--- config.mk ---
export PLATFORM = sky130hd
export DESIGN_NAME = wb_arbiter
export DESIGN_NICKNAME = d
export VERILOG_FILES = /design/src/rtl/wb_arbiter.sv
export SDC_FILE = /design/constraint.sdc
export NUM_CORES = 1
export LEC_CHECK = 0
export CELL_PAD_IN_SITES_DETAIL_PLACEMENT = 2
export CELL_PAD_IN_SITES_GLOBAL_PLACEMENT = 2
export CORE_MARGIN = 1
export CORE_UTILIZATION = 29
export CTS_CLUSTER_DIAMETER = 150
export CTS_CLUSTER_SIZE = 28
export DETAILED_ROUTE_END_ITERATION = 8
export PLACE_DENSITY_LB_ADDON = 0.12
export SKIP_CTS_REPAIR_TIMING = 1
export SLEW_MARGIN = 15
export SYNTH_ARGS = -nofsm -noshare
export SYNTH_HDL_FRONTEND = slang
export SYNTH_SLANG_ARGS = --single-unit
--- constraint.sdc ---
create_clock -name clk -period 3.5 [get_ports clk]
set_input_delay 0.7 -clock clk [delete_from_list [all_inputs] [get_ports clk]]
set_output_delay 0.7 -clock clk [all_outputs]
set_load 0.05 [all_outputs]
--- src/rtl/wb_arbiter.sv ---
// Register-file writeback arbiter: pipeline requester A vs. a 2-entry FIFO for the long-latency unit B.
// Define WB_RR_EN for round-robin arbitration; the default build uses fixed priority with A winning.
module wb_arbiter (
  input  logic        clk,
  input  logic        rst,
  input  logic        p_valid,
  input  logic [4:0]  p_addr,
  input  logic [31:0] p_data,
  output logic        p_ready,
  input  logic        l_valid,
  input  logic [4:0]  l_addr,
  input  logic [31:0] l_data,
  output logic        l_ready,
  output logic        w_regs_en,
  output logic [4:0]  w_regs_addr,
  output logic [31:0] w_regs_data,
  input  logic [4:0]  q_addr,
  output logic        q_hit,
  output logic [1:0]  l_cnt
);

  logic [4:0]  fifo_addr_r [2];
  logic [31:0] fifo_data_r [2];
  logic        wr_ptr_r;
  logic        rd_ptr_r;
  logic [1:0]  cnt_r;
  logic        w_en_r;
  logic [4:0]  w_addr_r;
  logic [31:0] w_data_r;

  logic        b_avail_s;
  logic        a_first_s;
  logic        grant_a_s;
  logic        grant_b_s;
  logic        push_s;
  logic [4:0]  win_addr_s;
  logic [31:0] win_data_s;
  logic        q_hit_s;

  assign b_avail_s   = (cnt_r != 2'd0);
  assign l_ready     = (cnt_r != 2'd2);
  assign push_s      = l_valid && l_ready;
  assign p_ready     = grant_a_s;
  assign l_cnt       = cnt_r;
  assign w_regs_en   = w_en_r;
  assign w_regs_addr = w_addr_r;
  assign w_regs_data = w_data_r;
  assign q_hit       = q_hit_s;

`ifdef WB_RR_EN
  logic rr_prio_b_r;

  assign a_first_s = !rr_prio_b_r;

  // Round-robin pointer: only a contended grant hands priority to the loser.
  always_ff @(posedge clk or posedge rst) begin
    if (rst) begin
      rr_prio_b_r <= 1'b0;
    end else if (p_valid && b_avail_s) begin
      rr_prio_b_r <= grant_a_s;
    end else begin
      rr_prio_b_r <= rr_prio_b_r;
    end
  end
`else
  assign a_first_s = 1'b1;
`endif

  // Select the single winner for this cycle and its payload.
  always_comb begin
    grant_a_s  = 1'b0;
    grant_b_s  = 1'b0;
    win_addr_s = fifo_addr_r[rd_ptr_r];
    win_data_s = fifo_data_r[rd_ptr_r];
    if (p_valid && (!b_avail_s || a_first_s)) begin
      grant_a_s  = 1'b1;
      win_addr_s = p_addr;
      win_data_s = p_data;
    end else if (b_avail_s) begin
      grant_b_s = 1'b1;
    end else begin
      grant_b_s = 1'b0;
    end
  end

  // B request FIFO; 1-bit pointers wrap naturally over the two slots.
  always_ff @(posedge clk or posedge rst) begin
    if (rst) begin
      fifo_addr_r <= '{5'd0, 5'd0};
      fifo_data_r <= '{32'd0, 32'd0};
      wr_ptr_r    <= 1'b0;
      rd_ptr_r    <= 1'b0;
      cnt_r       <= 2'd0;
    end else begin
      if (push_s) begin
        fifo_addr_r[wr_ptr_r] <= l_addr;
        fifo_data_r[wr_ptr_r] <= l_data;
        wr_ptr_r              <= ~wr_ptr_r;
      end
      if (grant_b_s) begin
        rd_ptr_r <= ~rd_ptr_r;
      end
      case ({push_s, grant_b_s})
        2'b10:   cnt_r <= cnt_r + 2'd1;
        2'b01:   cnt_r <= cnt_r - 2'd1;
        default: cnt_r <= cnt_r;
      endcase
    end
  end

  // Registered write port; x0 targets are consumed but never enabled.
  always_ff @(posedge clk or posedge rst) begin
    if (rst) begin
      w_en_r   <= 1'b0;
      w_addr_r <= 5'd0;
      w_data_r <= 32'd0;
    end else if (grant_a_s || grant_b_s) begin
      w_en_r   <= (win_addr_s != 5'd0);
      w_addr_r <= win_addr_s;
      w_data_r <= win_data_s;
    end else begin
      w_en_r   <= 1'b0;
    end
  end

  // Pending-write lookup over live FIFO slots and the in-flight output.
  always_comb begin
    q_hit_s = 1'b0;
    if (q_addr == 5'd0) begin
      q_hit_s = 1'b0;
    end else if (w_en_r && (w_addr_r == q_addr)) begin
      q_hit_s = 1'b1;
    end else if ((cnt_r != 2'd0) && (fifo_addr_r[rd_ptr_r] == q_addr)) begin
      q_hit_s = 1'b1;
    end else if ((cnt_r == 2'd2) && (fifo_addr_r[~rd_ptr_r] == q_addr)) begin
      q_hit_s = 1'b1;
    end else begin
      q_hit_s = 1'b0;
    end
  end

endmodule

After elaboration in Yosys (flattened, before gate mapping)
Cells that the tools add are included.
Word-level totals
  bits in registers: 116
  bits of input ports: 83
  output and inout port bits: 43
  logic and storage cells: 64
Operators by class
  $add $sub $neg: 2
  magnitude comparators: 4
  equality and inequality tests: 7
  muxes and demuxes: 26
  bitwise operators: 5
  reduce and logical (&&, ||, !) cells: 10
Operators with widths (count)
  32-bit 2-to-1 mux: 5
  64-bit bitwise mux: 1
  5-bit 2-to-1 mux: 8
  32-bit demux with 1-bit select: 1
  5-bit equality test: 3
  10-bit bitwise mux: 1
  1-bit 2-to-1 mux: 8
  2-bit greater-or-equal comparator, second input constant: 3
  1-bit inverter with 2-bit output: 3
  5-bit demux with 1-bit select: 1
  1-bit logical AND: 5
  5-bit zero test: 1
  5-bit nonzero test: 1
  2-bit equality test, second input constant: 2
  2-bit case mux with 2 select lines: 1
  2-bit nonzero test: 2
  2-bit by 1-bit adder with 2-bit output, second input constant: 1
  2-bit by 1-bit equality test with 1-bit output, second input constant: 1
  2-bit by 1-bit less-than comparator with 1-bit output, second input constant: 1
  2-bit inequality test, second input constant: 1
  1-bit inverter: 2
  2-bit by 1-bit subtractor with 2-bit output, second input constant: 1
  1-bit logical OR: 1

Longest topological paths before layout
  word-level depth: 11
  mapped depth: 9
  gate-level depth less buffers: 6

Least setup slack after synthesis
OpenSTA, ideal clock, no wires.
  path kind: reg2out
  start point: register rd_ptr_r
  end point: output port q_hit
  arrival time: 2141 ps
  data required time: 2800 ps
  slack: 659 ps
  stages on the path, launching flop included: 8
  buffers on the path: 2
  cells stage by stage: dfrtp_1 > buf_6 > buf_2 > mux2i_1 > xor2_1 > nand4_1 > o31a_1 > o21ai_1
Between the ends
  word-level cells in the longest chain between the ends: 11
  elaborated cells on any way between the ends: 17
  those cells by class: eq/ne (2); mux (10); bitwise (3); reduce/logical (2)
RTL lines
  from (decl): line 25  | logic rd_ptr_r;
  from (signal assigned): line 101  | rd_ptr_r <= ~rd_ptr_r;
  1-bit inverter: line 135  | end else if ((cnt_r == 2'd2) && (fifo_addr_r[~rd_ptr_r] == q_addr)) begin
  1-bit inverter with 2-bit output: line 135
  5-bit 2-to-1 mux (implied by the code) (3 in a row): line 135
  5-bit equality test: line 135
  1-bit logical AND: line 135
  1-bit 2-to-1 mux: line 135
  1-bit 2-to-1 mux (*): line 133  | end else if ((cnt_r != 2'd0) && (fifo_addr_r[rd_ptr_r] == q_addr)) begin
  1-bit 2-to-1 mux (*): line 131  | end else if (w_en_r && (w_addr_r == q_addr)) begin
  1-bit 2-to-1 mux (*): line 129  | if (q_addr == 5'd0) begin
  to (decl): line 18  | output logic q_hit,
Mark *: on every way between the ends. The rest lies on a longest branch, timed or not. The select of a mux whose other input is x is not followed.

Worst setup path after layout
Ends and elaborated chain as after synthesis.

==> metrics.json <==
{
  "number_of_global_route_vias_before_repair": {"value": 4523},
  "start_kind": {"value": "register"},
  "synthCells": {"value": 449},
  "place_congestion": {"value": 0.7661},
  "final_nets": {"value": 659},
  "post-dp-hpwl": {"value": 10000, "unit": "um"},
  "final_cell_mix": {"value": "123 x clkdlybuf4s50_1, 115 x dfrtp_1, 75 x mux2_2"},
  "yosys.cell_types.count": {"value": 32},
  "mostFrequentLayoutCell": {"value": "clkdlybuf4s50_1"},
  "design.die.area": {"value": 18950, "unit": "um^2"},
  "final.fill_count": {"value": 1874},
  "power-per-cell-area": {"value": 1036, "unit": "nW/um^2"},
  "ff2ff_setup_slack": {"value": 1380, "unit": "ps"},
  "postRouteWirelength": {"value": 14610, "unit": "um"},
  "timing.critical_path.required": {"value": 2800, "unit": "ps"},
  "effective_utilization_at_floorplan": {"value": 29.61, "unit": "%"},
  "placed_area": {"value": 6849, "unit": "um^2"},
  "holdCritPathClass": {"value": "register to register"},
  "insertion_delay": {"value": 410, "unit": "ps"},
  "number_of_diodes": {"value": 0},
  "port-buffer-count": {"value": 125},
  "clock_sinks": {"value": 116},
  "io_pins": {"value": 126},
  "static_leak": {"value": 3.221, "unit": "nW"},
  "detail_route.iter0.violations": {"value": 89},
  "worst_setup_path_end_kind": {"value": "output port"},
  "drtAntennaViolNets": {"value": 0},
  "area_growth_syn_to_layout": {"value": 40.81, "unit": "%"},
  "final-setup-viol-count": {"value": 0},
  "grt_util_all_layers": {"value": 16.68, "unit": "%"},
  "rsz0062_at_grt": {"value": "false"},
  "r2r_cells": {"value": 6},
  "first_pass_iters": {"value": 4},
  "skew": {"value": 14.27, "unit": "ps"},
  "drv_slew": {"value": 0},
  "vias_per_cell": {"value": 4.793},
  "crit_path_max_fo": {"value": 12},
  "finalSetupTns": {"value": 0, "unit": "ps"},
  "wl_per_cell": {"value": 17.89, "unit": "um"},
  "final-instance-count-excl-fill": {"value": 817},
  "worstSetupPathType": {"value": "register to output port"},
  "worst_ep_arrival_time": {"value": 2470, "unit": "ps"},
  "syn_avg_cell_area": {"value": 11.89, "unit": "um^2"},
  "tightestPinTransition": {"value": 954.9, "unit": "ps"},
  "mappedNetlistArea": {"value": 5338, "unit": "um^2"},
  "fin_util": {"value": 41.70, "unit": "%"},
  "initial_antenna_violation_count": {"value": 0},
  "final_hold_viol_count": {"value": 0},
  "rows": {"value": 49},
  "synth.yosys.warnings": {"value": 0},
  "placed_cells": {"value": 785},
  "drive_gt1_share": {"value": 21.94, "unit": "%"},
  "cts_made_buffers": {"value": 17},
  "layout_worst_path_cycle_share": {"value": 90.46, "unit": "%"},
  "timing.max_cap.violations": {"value": 0},
  "max_stage_delay": {"value": 550, "unit": "ps"},
  "globalRoute.totalOverflow": {"value": 0},
  "drc": {"value": 0},
  "cts_tree": {"value": "yes"},
  "time_the_final_worst_path_needs_with_i_o_delays_and_setup": {"value": 3166, "unit": "ps"},
  "min_from": {"value": "fifo_data_r[40]"},
  "outcome": {"value": "completed"},
  "postLayoutCellArea": {"value": 7516, "unit": "um^2"},
  "irDropWorstVdd": {"value": 0.0006154, "unit": "V"},
  "worst_r2r_endpoint": {"value": "l_cnt[1]"},
  "cts-root-buf": {"value": "clkbuf_16"},
  "slew-limit-headroom": {"value": 35.85, "unit": "%"},
  "hold_path_depth": {"value": 1},
  "ys_seq_area_share": {"value": 54.38, "unit": "%"},
  "max_freq": {"value": 315.8, "unit": "MHz"},
  "dieHeight": {"value": 137.7, "unit": "um"},
  "clock_tree.buffer_depth": {"value": 2},
  "number_of_synthesized_register_bits": {"value": 116},
  "core_area": {"value": 18020, "unit": "um^2"},
  "worst_hold_path_endpoint": {"value": "fifo_data_r[40]"},
  "timing.rr.start": {"value": "l_cnt[0]"},
  "worst_path_max_delay_cell": {"value": "dfrtp_2"},
  "die_width": {"value": 137.7, "unit": "um"},
  "grt_start_max_net_pins": {"value": 75},
  "crit_path_cell_trace": {"value": "mux2i_2 > xor2_1 > nand4_1 > or4_1 > o21ai_1 > buf_12"},
  "mappedNetlistNets": {"value": 533},
  "dr_vias": {"value": 3916},
  "clock_tree.htree_level_count": {"value": 4},
  "grt_first_pass_wirelength": {"value": 23440, "unit": "um"},
  "setup.worst_path.start": {"value": "rd_ptr_r"},
  "clk_pin_slew_worst_paths": {"value": 50, "unit": "ps"}
}
[worst max path at each step]
stage             to  slack [ps]  depth (start not counted)
5_1_grt        q_hit         260                          6
6_report       q_hit         330                          6
3_5_place_dp   q_hit         340                          7
2_1_floorplan  q_hit         660                          7
3_3_place_gp   q_hit         430                          6
4_1_cts        q_hit         310                          6
[cell usage after synthesis]
| library cell | instances | area share [%] |
|---|---|---|
| ha_1 | 1 | 0.23 |
| nor3b_1 | 2 | 0.28 |
| o31a_1 | 1 | 0.16 |
| o31ai_1 | 1 | 0.14 |
| nand2_1 | 39 | 2.7 |
| buf_2 | 8 | 0.75 |
| xor2_1 | 12 | 2.0 |
| mux2i_1 | 41 | 7.7 |
| nand2_2 | 1 | 0.12 |
| nand4_1 | 3 | 0.35 |
| inv_1 | 1 | 0.070 |
| nor2_1 | 36 | 2.5 |
| o21ai_1 | 1 | 0.094 |
| nand2b_4 | 1 | 0.26 |
| mux2_4 | 3 | 0.84 |
| nor4_1 | 1 | 0.12 |
| xnor2_1 | 5 | 0.82 |
| buf_1 | 1 | 0.070 |
| a21oi_1 | 32 | 3.0 |
| dfrtp_1 | 116 | 54 |
| nand3_2 | 1 | 0.19 |
| or2_1 | 1 | 0.12 |
| o21ai_0 | 38 | 3.6 |
| clkbuf_1 | 11 | 0.77 |
| or4_1 | 2 | 0.28 |
| nand3_1 | 1 | 0.094 |
| mux2_2 | 75 | 16 |
| buf_4 | 6 | 0.84 |
| buf_6 | 3 | 0.63 |
| nor3_1 | 2 | 0.19 |
| mux2i_2 | 1 | 0.26 |
| xnor2_2 | 2 | 0.61 |
[final cells by class]
cell class / count / area (um^2) / area share (%)
timing repair buffer: 136 / 1376 / 18.31
inverter: 1 / 7.507 / 0.09988
multi-input combinational: 303 / 2275 / 30.26
tap: 229 / 286.5 / 3.812
clock inverter: 9 / 198.9 / 2.647
clock buffer: 23 / 467.9 / 6.226
sequential: 116 / 2904 / 38.64
[stage by stage]
step	hold slack (ps)	setup slack, ps	power (mW)
finish	505.3	333.8	7.786
global route	524.7	265.0	8.289
CTS	509.0	305.1	7.945
detailed placement	494.7	335.1	5.895
global placement	486.8	433.3	5.740
floorplan	476.3	658.9	4.819
[power breakdown]
group	switching (mW)	total, mW	internal, mW	leakage [nW]
clock network	0.612	1.98	1.37	0.325
logic	1.88	3.38	1.50	1.52
registers	0.429	2.42	1.99	1.38
[flip-flops by register name (all words and copies together) (netlist names)]
register	count
w_regs_data	32
l_cnt	2
w_regs_en	1
fifo_data_r	64
w_regs_addr	5
rd_ptr_r	1
wr_ptr_r	1
fifo_addr_r	10
[worst max-delay path, delay by kind of cell, from the launching register on]
kind / cells / cell delay [ps]
AOI/OAI and AO/OA: 1 / 170
buffers and inverters: 1 / 180
DFF: 1 / 550
and+or+nand+nor: 2 / 620
muxes: 1 / 350
xor gates and xnor gates: 1 / 190
[metal layers]
layer | vias up | share of wire (%) | GRT usage, %
li1 | 1816 | - | -
met5 | - | 0 | 0
met2 | 94 | 52 | 29.76
met1 | 1989 | 42 | 18.53
met4 | 0 | 1.3 | 5.922
met3 | 17 | 4.9 | 5.188
[cell families after synthesis]
kind of cell	Yosys count	share of synthesized area (%)
mux	120	24.61
flops	116	54.38
simple gates	90	7.267
xor+xnor	19	3.399
fa+ha+maj	1	0.2344
compound gates	73	6.962
buf+inv	30	3.141
Note: power is estimated with default switching activity, not from simulation.
